<file path="config.mk">
export PLATFORM = sky130hd
export DESIGN_NAME = midi_msg_decoder
export DESIGN_NICKNAME = d
export VERILOG_FILES = /design/src/rtl/midi_pkg.sv /design/src/rtl/midi_strobe_edge.sv /design/src/rtl/midi_msg_decoder.sv
export SDC_FILE = /design/constraint.sdc
export NUM_CORES = 1
export LEC_CHECK = 0
export CORE_ASPECT_RATIO = 1.1
export CORE_MARGIN = 8
export CORE_UTILIZATION = 50
export CTS_BUF_LIST = sky130_fd_sc_hd__clkbuf_4
export DETAILED_ROUTE_END_ITERATION = 7
export HOLD_SLACK_MARGIN = 0.02
export PLACE_DENSITY = 0.87
export SLEW_MARGIN = 40
export SYNTH_ARGS = -nofsm -noshare
export SYNTH_HDL_FRONTEND = slang
export SYNTH_SLANG_ARGS = --single-unit
</file>
<file path="constraint.sdc">
create_clock -name reg_clk -period 3.4 [get_ports reg_clk]
set_clock_uncertainty 0.1 [all_clocks]
set_input_delay 0.34 -clock reg_clk [delete_from_list [all_inputs] [get_ports reg_clk]]
set_output_delay 0.34 -clock reg_clk [all_outputs]
set_load 0.02 [all_outputs]
</file>
<file path="src/rtl/midi_pkg.sv">
// -----------------------------------------------------------------------------
// midi_pkg
// Shared MIDI definitions for the byte-stream consumers:
//   msg_type_e     - decoded channel-voice message type (3 bits)
//   dec_state_e    - message assembler states
//   MIDI_* consts  - SysEx framing, real-time base and active-sense bytes
//   midi_data_len  - number of data bytes following a channel status byte
// -----------------------------------------------------------------------------
package midi_pkg;

    typedef enum logic [2:0] {
        MT_NONE     = 3'd0,
        MT_NOTE_OFF = 3'd1,
        MT_NOTE_ON  = 3'd2,
        MT_POLY_AT  = 3'd3,
        MT_CC       = 3'd4,
        MT_PROG     = 3'd5,
        MT_CHAN_AT  = 3'd6,
        MT_BEND     = 3'd7
    } msg_type_e;

    typedef enum logic [2:0] {
        ST_IDLE    = 3'd0,
        ST_WAIT_D1 = 3'd1,
        ST_WAIT_D2 = 3'd2,
        ST_SYSEX   = 3'd3,
        ST_DISCARD = 3'd4
    } dec_state_e;

    localparam logic [7:0] MIDI_SYSEX_START = 8'hF0;
    localparam logic [7:0] MIDI_SYSEX_END   = 8'hF7;
    localparam logic [7:0] MIDI_RT_BASE     = 8'hF8;
    localparam logic [7:0] MIDI_ACTSENSE    = 8'hFE;

    // Program change (Cx) and channel pressure (Dx) carry one data byte,
    // every other channel-voice status carries two.
    function automatic logic [1:0] midi_data_len(input logic [7:0] status);
        if (status[7:4] == 4'hC || status[7:4] == 4'hD) begin
            return 2'd1;
        end
        return 2'd2;
    endfunction

endpackage

</file>
<file path="src/rtl/midi_strobe_edge.sv">
// -----------------------------------------------------------------------------
// midi_strobe_edge
// Registered rising-edge detector for a byte strobe that may stay high for
// several cycles. Produces exactly one accept pulse per strobe assertion.
// Ports:
//   clk    in  1  clock
//   strobe in  1  byte strobe from the upstream port
//   pulse  out 1  one-cycle accept pulse, high in the strobe's first high cycle
// -----------------------------------------------------------------------------
module midi_strobe_edge (
    input  logic clk,
    input  logic strobe,
    output logic pulse
);

    // Not reset on purpose: the copy keeps tracking the strobe through reset,
    // so a strobe already high when reset releases is not taken as a new byte.
    logic strobe_p0;

    always_ff @(posedge clk) begin
        strobe_p0 <= strobe;
    end

    assign pulse = strobe & ~strobe_p0;

endmodule

</file>
<file path="src/rtl/midi_msg_decoder.sv">
// -----------------------------------------------------------------------------
// midi_msg_decoder
// Assembles complete MIDI channel-voice messages from the CPU byte port.
// Handles running status, SysEx skipping and interleaved real-time bytes.
// Optional active-sense timeout: define MIDI_DEC_ACTSENSE_EN.
// Ports:
//   reg_clk        in  1  clock
//   reset_reg      in  1  synchronous active-high reset
//   byteready_c    in  1  byte strobe (1-3 cycles high per byte)
//   midi_in_data_c in  8  MIDI byte, stable while the strobe is high
//   cur_status_c   in  8  upstream logged status (informational only)
//   midibyte_nr_c  in  8  upstream byte counter (informational only)
//   msg_valid      out 1  one-cycle pulse, message present on msg_*
//   msg_type       out 3  msg_type_e
//   msg_chan       out 4  channel 0-15
//   msg_d1         out 7  first data byte
//   msg_d2         out 7  second data byte, 0 for one-data-byte messages
//   rt_valid       out 1  one-cycle pulse for a real-time byte
//   rt_code        out 3  low 3 bits of the real-time byte
//   sysex_active   out 1  high between F0 and F7
//   all_off        out 1  one-cycle pulse on active-sense timeout
// -----------------------------------------------------------------------------
module midi_msg_decoder
    import midi_pkg::*;
#(
    parameter bit         OMNI             = 1'b1,
    parameter logic [3:0] RX_CHANNEL       = 4'd0,
    parameter int         ACTSENSE_TIMEOUT = 15000000
) (
    input  logic       reg_clk,
    input  logic       reset_reg,
    input  logic       byteready_c,
    input  logic [7:0] midi_in_data_c,
    input  logic [7:0] cur_status_c,
    input  logic [7:0] midibyte_nr_c,
    output logic       msg_valid,
    output logic [2:0] msg_type,
    output logic [3:0] msg_chan,
    output logic [6:0] msg_d1,
    output logic [6:0] msg_d2,
    output logic       rt_valid,
    output logic [2:0] rt_code,
    output logic       sysex_active,
    output logic       all_off
);

    // The decoder tracks its own status, so the upstream copies are not needed.
    logic unused_inputs;
    assign unused_inputs = ^{cur_status_c, midibyte_nr_c};

    logic       accept_p0;
    logic [7:0] data_byte;
    logic       timeout;

    dec_state_e state, state_n;
    logic [7:0] run_status, run_status_n;
    logic [6:0] d1_p1, d1_n;
    logic       sysex_n;

    logic       emit;
    logic [6:0] emit_d1;
    logic [6:0] emit_d2;
    msg_type_e  emit_type;
    logic       rt_hit;
    logic       chan_ok;

    midi_strobe_edge u_edge (
        .clk    (reg_clk),
        .strobe (byteready_c),
        .pulse  (accept_p0)
    );

    assign data_byte = midi_in_data_c;
    assign chan_ok   = OMNI || (run_status[3:0] == RX_CHANNEL);

    // ---- stage p0: classify accepted byte, next state ----
    always_comb begin
        state_n      = state;
        run_status_n = run_status;
        d1_n         = d1_p1;
        sysex_n      = sysex_active;
        emit         = 1'b0;
        emit_d1      = d1_p1;
        emit_d2      = 7'd0;
        rt_hit       = 1'b0;

        if (accept_p0) begin
            if (data_byte >= MIDI_RT_BASE) begin
                rt_hit = 1'b1;
            end else if (data_byte[7]) begin
                if (data_byte < MIDI_SYSEX_START) begin
                    run_status_n = data_byte;
                    state_n      = ST_WAIT_D1;
                    sysex_n      = 1'b0;
                end else if (data_byte == MIDI_SYSEX_START) begin
                    state_n = ST_SYSEX;
                    sysex_n = 1'b1;
                end else if (data_byte == MIDI_SYSEX_END) begin
                    sysex_n      = 1'b0;
                    state_n      = ST_IDLE;
                    run_status_n = 8'd0;
                end else begin
                    run_status_n = 8'd0;
                    state_n      = ST_DISCARD;
                end
            end else begin
                case (state)
                    ST_WAIT_D1: begin
                        if (midi_data_len(run_status) == 2'd1) begin
                            emit    = 1'b1;
                            emit_d1 = data_byte[6:0];
                        end else begin
                            d1_n    = data_byte[6:0];
                            state_n = ST_WAIT_D2;
                        end
                    end
                    ST_WAIT_D2: begin
                        emit    = 1'b1;
                        emit_d1 = d1_p1;
                        emit_d2 = data_byte[6:0];
                        state_n = ST_WAIT_D1;
                    end
                    default: ;
                endcase
            end
        end

        if (timeout) begin
            state_n      = ST_IDLE;
            run_status_n = 8'd0;
        end
    end

    always_comb begin
        emit_type = MT_NONE;
        case (run_status[6:4])
            3'd0: emit_type = MT_NOTE_OFF;
            3'd1: emit_type = (emit_d2 == 7'd0) ? MT_NOTE_OFF : MT_NOTE_ON;
            3'd2: emit_type = MT_POLY_AT;
            3'd3: emit_type = MT_CC;
            3'd4: emit_type = MT_PROG;
            3'd5: emit_type = MT_CHAN_AT;
            3'd6: emit_type = MT_BEND;
            default: emit_type = MT_NONE;
        endcase
    end

    // ---- stage p1: state register ----
    always_ff @(posedge reg_clk) begin
        if (reset_reg) begin
            state      <= ST_IDLE;
            run_status <= 8'd0;
        end else begin
            state      <= state_n;
            run_status <= run_status_n;
        end
    end

    always_ff @(posedge reg_clk) begin
        d1_p1 <= d1_n;
    end

    // ---- stage p1: registered outputs ----
    always_ff @(posedge reg_clk) begin
        if (reset_reg) begin
            msg_valid    <= 1'b0;
            msg_type     <= MT_NONE;
            msg_chan     <= 4'd0;
            msg_d1       <= 7'd0;
            msg_d2       <= 7'd0;
            rt_valid     <= 1'b0;
            rt_code      <= 3'd0;
            sysex_active <= 1'b0;
        end else begin
            msg_valid    <= emit & chan_ok;
            rt_valid     <= rt_hit;
            sysex_active <= sysex_n;
            // Filtered messages leave the previous fields untouched.
            if (emit && chan_ok) begin
                msg_type <= emit_type;
                msg_chan <= run_status[3:0];
                msg_d1   <= emit_d1;
                msg_d2   <= emit_d2;
            end
            if (rt_hit) begin
                rt_code <= data_byte[2:0];
            end
        end
    end

`ifdef MIDI_DEC_ACTSENSE_EN
    localparam int CNT_W = (ACTSENSE_TIMEOUT < 2) ? 1 : $clog2(ACTSENSE_TIMEOUT + 1);

    logic [CNT_W-1:0] as_cnt;
    logic             as_armed;
    logic             all_off_p1;

    // Any accepted byte reloads; only FE arms. Timeout only fires on a cycle
    // without a byte, since a byte in that cycle reloads the counter instead.
    always_ff @(posedge reg_clk) begin
        if (reset_reg) begin
            as_armed   <= 1'b0;
            as_cnt     <= '0;
            all_off_p1 <= 1'b0;
        end else begin
            all_off_p1 <= 1'b0;
            if (accept_p0) begin
                as_cnt <= CNT_W'(ACTSENSE_TIMEOUT);
                if (data_byte == MIDI_ACTSENSE) begin
                    as_armed <= 1'b1;
                end
            end else if (as_armed) begin
                if (as_cnt == '0) begin
                    all_off_p1 <= 1'b1;
                    as_armed   <= 1'b0;
                end else begin
                    as_cnt <= as_cnt - 1'b1;
                end
            end
        end
    end

    assign timeout = as_armed & ~accept_p0 & (as_cnt == '0);
    assign all_off = all_off_p1;
`else
    localparam int unused_actsense = ACTSENSE_TIMEOUT;
    assign timeout = 1'b0;
    assign all_off = 1'b0;
`endif

endmodule

</file>
==> impl_metrics.tcl, run 1 <==
set metrics [dict create \
    core_area_um2 3655 \
    holdBufCountCts 0 \
    remaining_drc_errors 0 \
    max-slew-margin-rel 0.4767 \
    syn2layout_area_growth_pct 23.91 \
    path_max_fanout 12 \
    cts_buffers 5 \
    overflow 0 \
    fin_crit_sh 0.6036 \
    max_cap_violations 0 \
    r2r_setup_slack_ns 1.35 \
    p_per_area_nw_per_um2 380.6 \
    async_flop_share 0 \
    drt-total-wl_um 4298 \
    hold_viol 0 \
    htree_levels 2 \
    synthDominantCellAreaShare 0.4111 \
    place_hpwl_um 3095 \
    post-route-util 0.6440 \
    insertion_delay_ns 0.36 \
    pre_cts_slack_ns 0.9707 \
    synthDistinctLibCells 42 \
    fin_cells 277 \
    synth_seq_cells 46 \
    layout.nets 254 \
    placement_rows 23 \
    setup_viol 0 \
    cts_setup_buffers 0 \
    ir_drop_v 0.0002565 \
    antenna_found_initial 0 \
    fp.dieH_um 80.64 \
    avgSynthCellArea_um2 9.944 \
    fin_ws_ns 1.348 \
    crit_type "flop to flop" \
    io_pins 55 \
    die_w_um 74.77 \
    power_mw 0.8957 \
    startpoint_type "flop" \
    clockBufferDepth 2 \
    power_leakage_nw 0.8201 \
    drtPass1Iterations 4 \
    crit_path_end_kind "flop" \
    setup_tns_ns 0 \
    synth.area.top_cells "dfxtp_1 41%, edfxtp_1 11%, nand2_1 4.9%" \
    synth-seq-area-share 0.5217 \
    crit_required_ns 3.58 \
    min_path_type "flop to flop" \
    dieArea_um2 6029 \
    n_antenna_cell 0 \
    wire_per_inst_um 15.52 \
    slew_viol_final 0 \
    clkTransAtPathRegs_ns 0.12 \
    ctsResizeCount 0 \
    ant_nets 0 \
    initial_core_util 0.5197 \
    worstPathArrival_ns 2.23 \
    vias 1585 \
    viasPerCell 5.722 \
    cts-root-buf "clkbuf_4" \
    synth_common_cells "39 x dfxtp_1, 25 x nand2_1, 15 x a21oi_1, 11 x nor2_1, 11 x o21ai_0" \
    worst_pin_slew_ns 0.7850 \
    io_buffers 37 \
    syn_nets 218 \
    synth_edf_count 7 \
    grt_max_degree 32 \
    max_freq_mhz 487.3 \
    synth_cells 191 \
    rsz0062_at_grt "false" \
    cts.sinks 46 \
    status "finished clean" \
    cts_tree "yes" \
    grt_pass1_wl_um 7134 \
    yosysMostFrequentCell "dfxtp_1" \
    drive_above_1_share 0.08370 \
    yosys_warnings 0 \
    syn-cell-area_um2 1899 \
    place_inst 270 \
    synth_ff_type "dfxtp_1" \
    drtIter0Drc 134 \
    min_period_ns 2.052 \
    grt_pass1_vias 1501 \
    gr-usage-all-layers 0.1530 \
    place_congestion 0.8622 \
    yosysTopAreaCell "dfxtp_1" \
]
critical path, stage by stage (launching register included):
cell	delay, ns
dfxtp_1	0.47
and3b_1	0.28
a21oi_1	0.66
nor2_1	0.17
a311oi_1	0.28
cell usage in the layout, fill, tap and decap left out, types with 3 or more instances in the layout:
| cell type | instances |
|---|---|
| mux2i_1 | 4 |
| a31oi_1 | 5 |
| nand2_1 | 25 |
| a21o_1 | 3 |
| nor2_1 | 11 |
| dfxtp_1 | 39 |
| a211oi_1 | 4 |
| a311oi_1 | 5 |
| clkdlybuf4s50_1 | 37 |
| nor3_1 | 5 |
| nand3_1 | 7 |
| a21oi_1 | 15 |
| nor2b_1 | 4 |
| edfxtp_1 | 7 |
| a22o_1 | 7 |
| clkbuf_4 | 6 |
| o21ai_0 | 11 |
final cells by class:
cell class                 instances  area [µm²]
fill                             299        1301
multi-input combinational        133       855.8
tap                               50       62.56
inverter                           2       7.507
sequential                        46       991.0
clock inverter                     1       6.256
timing repair buffer              39       385.4
clock buffer                       6       45.04
cell families (layout without fill, tap and decap cells):
| group | Yosys count | after routing | share of synthesized area |
|---|---|---|---|
| simple gates | 66 | 66 | 0.1970 |
| compound gates | 61 | 61 | 0.2233 |
| flops | 46 | 46 | 0.5217 |
| buf+inv | 12 | 48 | 0.03031 |
| mux | 4 | 4 | 0.02108 |
| other cells | 1 | 1 | 0.001974 |
| xor+xnor | 1 | 1 | 0.004612 |
power by group:
group          internal [mW]  total, mW  switching (mW)
clock                 0.0861      0.250           0.164
combinational         0.0303     0.0789          0.0485
sequential             0.560      0.566         0.00651
total                  0.676      0.896           0.219
stage by stage:
| stage | cell area, µm² | hold slack [ns] |
|---|---|---|
| 6_report | 2354 | 0.3619 |
| 3_3_place_gp | 2297 | 0.3265 |
| 5_1_grt | 2354 | 0.3949 |
| 4_1_cts | 2349 | 0.3686 |
| 2_1_floorplan | 1899 | 0.2677 |
| 3_5_place_dp | 2297 | 0.3380 |
registers in the layout, summed over array words and instances, names as in the netlist:
| register | cells |
|---|---|
| run_status | 8 |
| msg_valid | 1 |
| msg_chan | 4 |
| msg_d1 | 7 |
| d1_p1 | 7 |
| rt_code | 3 |
| state | 3 |
| msg_type | 3 |
| msg_d2 | 7 |
| u_edge.strobe_p0 | 1 |
| sysex_active | 1 |
| rt_valid | 1 |
final timing paths:
check | from | end | depth (start not counted)
max | run_status[5] | msg_type[0] | 4
min | run_status[7] | run_status[7] | 1
max reg2reg | run_status[5] | msg_type[0] | 4
min reg2reg | run_status[7] | run_status[7] | 1
per-layer routing:
layer  global-route usage  vias up  share of wire
met2               0.2443       54           0.49
met4              0.05294        0          0.013
met1               0.1882      749           0.43
met5                    0        -              0
li1                     -      777              -
met3              0.04732        5          0.068
No activity file was read; power rests on OpenSTA's default activity.
==> inputs of run 2 (changes only) <==
CORE_UTILIZATION = 49   (was 50)
PLACE_DENSITY = 0.85   (was 0.87)
clock period = 2 ns   (was 3.4 ns; I/O delays follow)
==> run 2 against run 1 <==
  * Cell count rose by 8.7%
  * Die area rose by 1.6%
  * Clock power rose by 69%
  * Core utilization rose by 4.4 points
  * Maximum frequency rose by 14%
  * Combinational power rose by 110%
  * Hold slack got worse by 0.012 ns
  * Sequential power rose by 70%
  * Via count rose by 7.3%
  * Critical path type unchanged
  * Critical path depth did not move
==> impl_metrics.tcl, run 2 (same netlist as run 1, synthesis figures left out) <==
set metrics [dict create \
    worstPathCellList "or4b_4, buf_4, nor2_1, a311oi_1" \
    vias 1700 \
    multi_input_area_um2 860.8 \
    drtPass1Iterations 4 \
    seqCellArea_um2 991.0 \
    largest_reg_flops 8 \
    fp.dieH_um 81.30 \
    ir_drop_v 0.0003117 \
    remaining_drc_errors 0 \
    io_pins 55 \
    cts_tree "yes" \
    drt-total-wl_um 4828 \
    p_per_area_nw_per_um2 613.1 \
    crit_type "flop to flop" \
    die_w_um 75.36 \
    clkTransAtPathRegs_ns 0.11 \
    core_area_um2 3684 \
    post-route-util 0.6882 \
    max_cap_violations 0 \
    worst_pin_slew_ns 0.5059 \
    grt_pass1_vias 1650 \
    min_path_type "input pin to flop" \
    min_period_ns 1.797 \
    n_antenna_cell 0 \
    sw_frac_of_total 0.2429 \
    syn2layout_area_growth_pct 33.46 \
    cpPeakStageDelay_ns 0.62 \
    worstPathArrival_ns 1.92 \
    status "finished clean" \
    layout.nets 277 \
    drive_above_1_share 0.1753 \
    max-slew-margin-rel 0.6609 \
    place_congestion 0.9487 \
    ctsResizeCount 0 \
    wire_per_inst_um 16.04 \
    clockBufferDepth 2 \
    slew_viol_final 0 \
    slowest_stage "or4b_4" \
    power_mw 1.554 \
    overflow 0 \
    grt_max_degree 17 \
    setup_viol 0 \
    power.internal_mw 1.177 \
    cts-root-buf "clkbuf_4" \
    cts.sinks 46 \
    holdBufCountCts 0 \
    layout_commonest_cell "dfxtp_1" \
    drtIter0Drc 130 \
    fin_crit_sh 0.8983 \
    hold_slack_ns 0.3500 \
    pwr-share-clk 0.271 \
    htree_levels 2 \
    hold_viol 0 \
    cts_buffers 5 \
    dieArea_um2 6126 \
    placement_rows 23 \
    cts_setup_buffers 0 \
    grt_pass1_wl_um 7893 \
    p_switching_mw 0.3775 \
    path_max_fanout 12 \
    crit_path_end_kind "flop" \
    rsz0062_at_grt "false" \
    place_hpwl_um 3563 \
    viasPerCell 5.648 \
    power_leakage_nw 0.9364 \
    ant_nets 0 \
    combPwrFrac 0.108 \
    initial_core_util 0.5156 \
    p_seq_frac 0.620 \
    io_buffers 37 \
    gr-usage-all-layers 0.1677 \
    final_cell_mix "39 x dfxtp_1, 37 x clkdlybuf4s50_1, 25 x nand2_1, 25 x buf_4, 15 x a21oi_1" \
    insertion_delay_ns 0.35 \
    max_freq_mhz 556.6 \
    top_register "run_status" \
    n_fill_cell 304 \
    crit_required_ns 2.13 \
    antenna_found_initial 0 \
    startpoint_type "flop" \
]
-- run 2: changes by cell type in the layout (fill, tap and decap cells not counted) --
cell and delta:
clkinv_2 +2, nor3_1 -1, inv_4 -1, nor3_2 +1, buf_4 +23
-- run 2: per-stage QoR --
stage	TNS [ns]	area [µm²]	setup WS (ns)	cells
2_1_floorplan	0	1904	0.02347	191
3_3_place_gp	-0.02997	2475	-0.009666	293
3_5_place_dp	-0.07449	2475	-0.03153	293
4_1_cts	0	2530	0.2023	301
5_1_grt	0	2535	0.1262	301
6_report	0	2535	0.2034	301
-- run 2: area by class of cell --
cell class | instances | share of cell area
Sequential cell | 46 | 0.3909
Multi-Input combinational cell | 133 | 0.3396
Timing Repair Buffer | 62 | 0.2201
Tap cell | 50 | 0.02468
Clock buffer | 6 | 0.01777
Clock inverter | 2 | 0.003949
Inverter | 2 | 0.002962
-- run 2: power by group through the flow --
stage / logic, mW / registers, mW / clock network [mW]
2_1_floorplan: 0.0709 / 0.985 / 0
3_3_place_gp: 0.162 / 0.983 / 0
3_5_place_dp: 0.166 / 0.984 / 0
4_1_cts: 0.166 / 0.964 / 0.439
5_1_grt: 0.182 / 0.966 / 0.481
6_report: 0.168 / 0.964 / 0.422
-- run 2: path summary, 6_finish.rpt --
kind / start / end / slack (ns) / cells past startpoint
worst max-delay path: state[2] / msg_type[0] / 0.20 / 4
worst max register to register: state[2] / msg_type[0] / 0.20 / 4
worst min register to register: msg_d2[5] / msg_d2[5] / 0.38 / 2
worst min-delay path: byteready_c / u_edge.strobe_p0 / 0.35 / 2
-- run 2: metal layers --
metal	vias to the layer above	part of all wire	global-route usage
met4	0	0.016	0.08077
met3	8	0.070	0.04310
met5	-	0	0
met2	65	0.51	0.2740
met1	802	0.41	0.1990
li1	825	-	-
-- run 2: worst max-delay path, delay by kind of cell, from the launching register on --
kind | cells | cell delay [ns]
compound gates | 1 | 0.15
flops | 1 | 0.38
buf+inv | 1 | 0.21
simple gates | 2 | 0.84
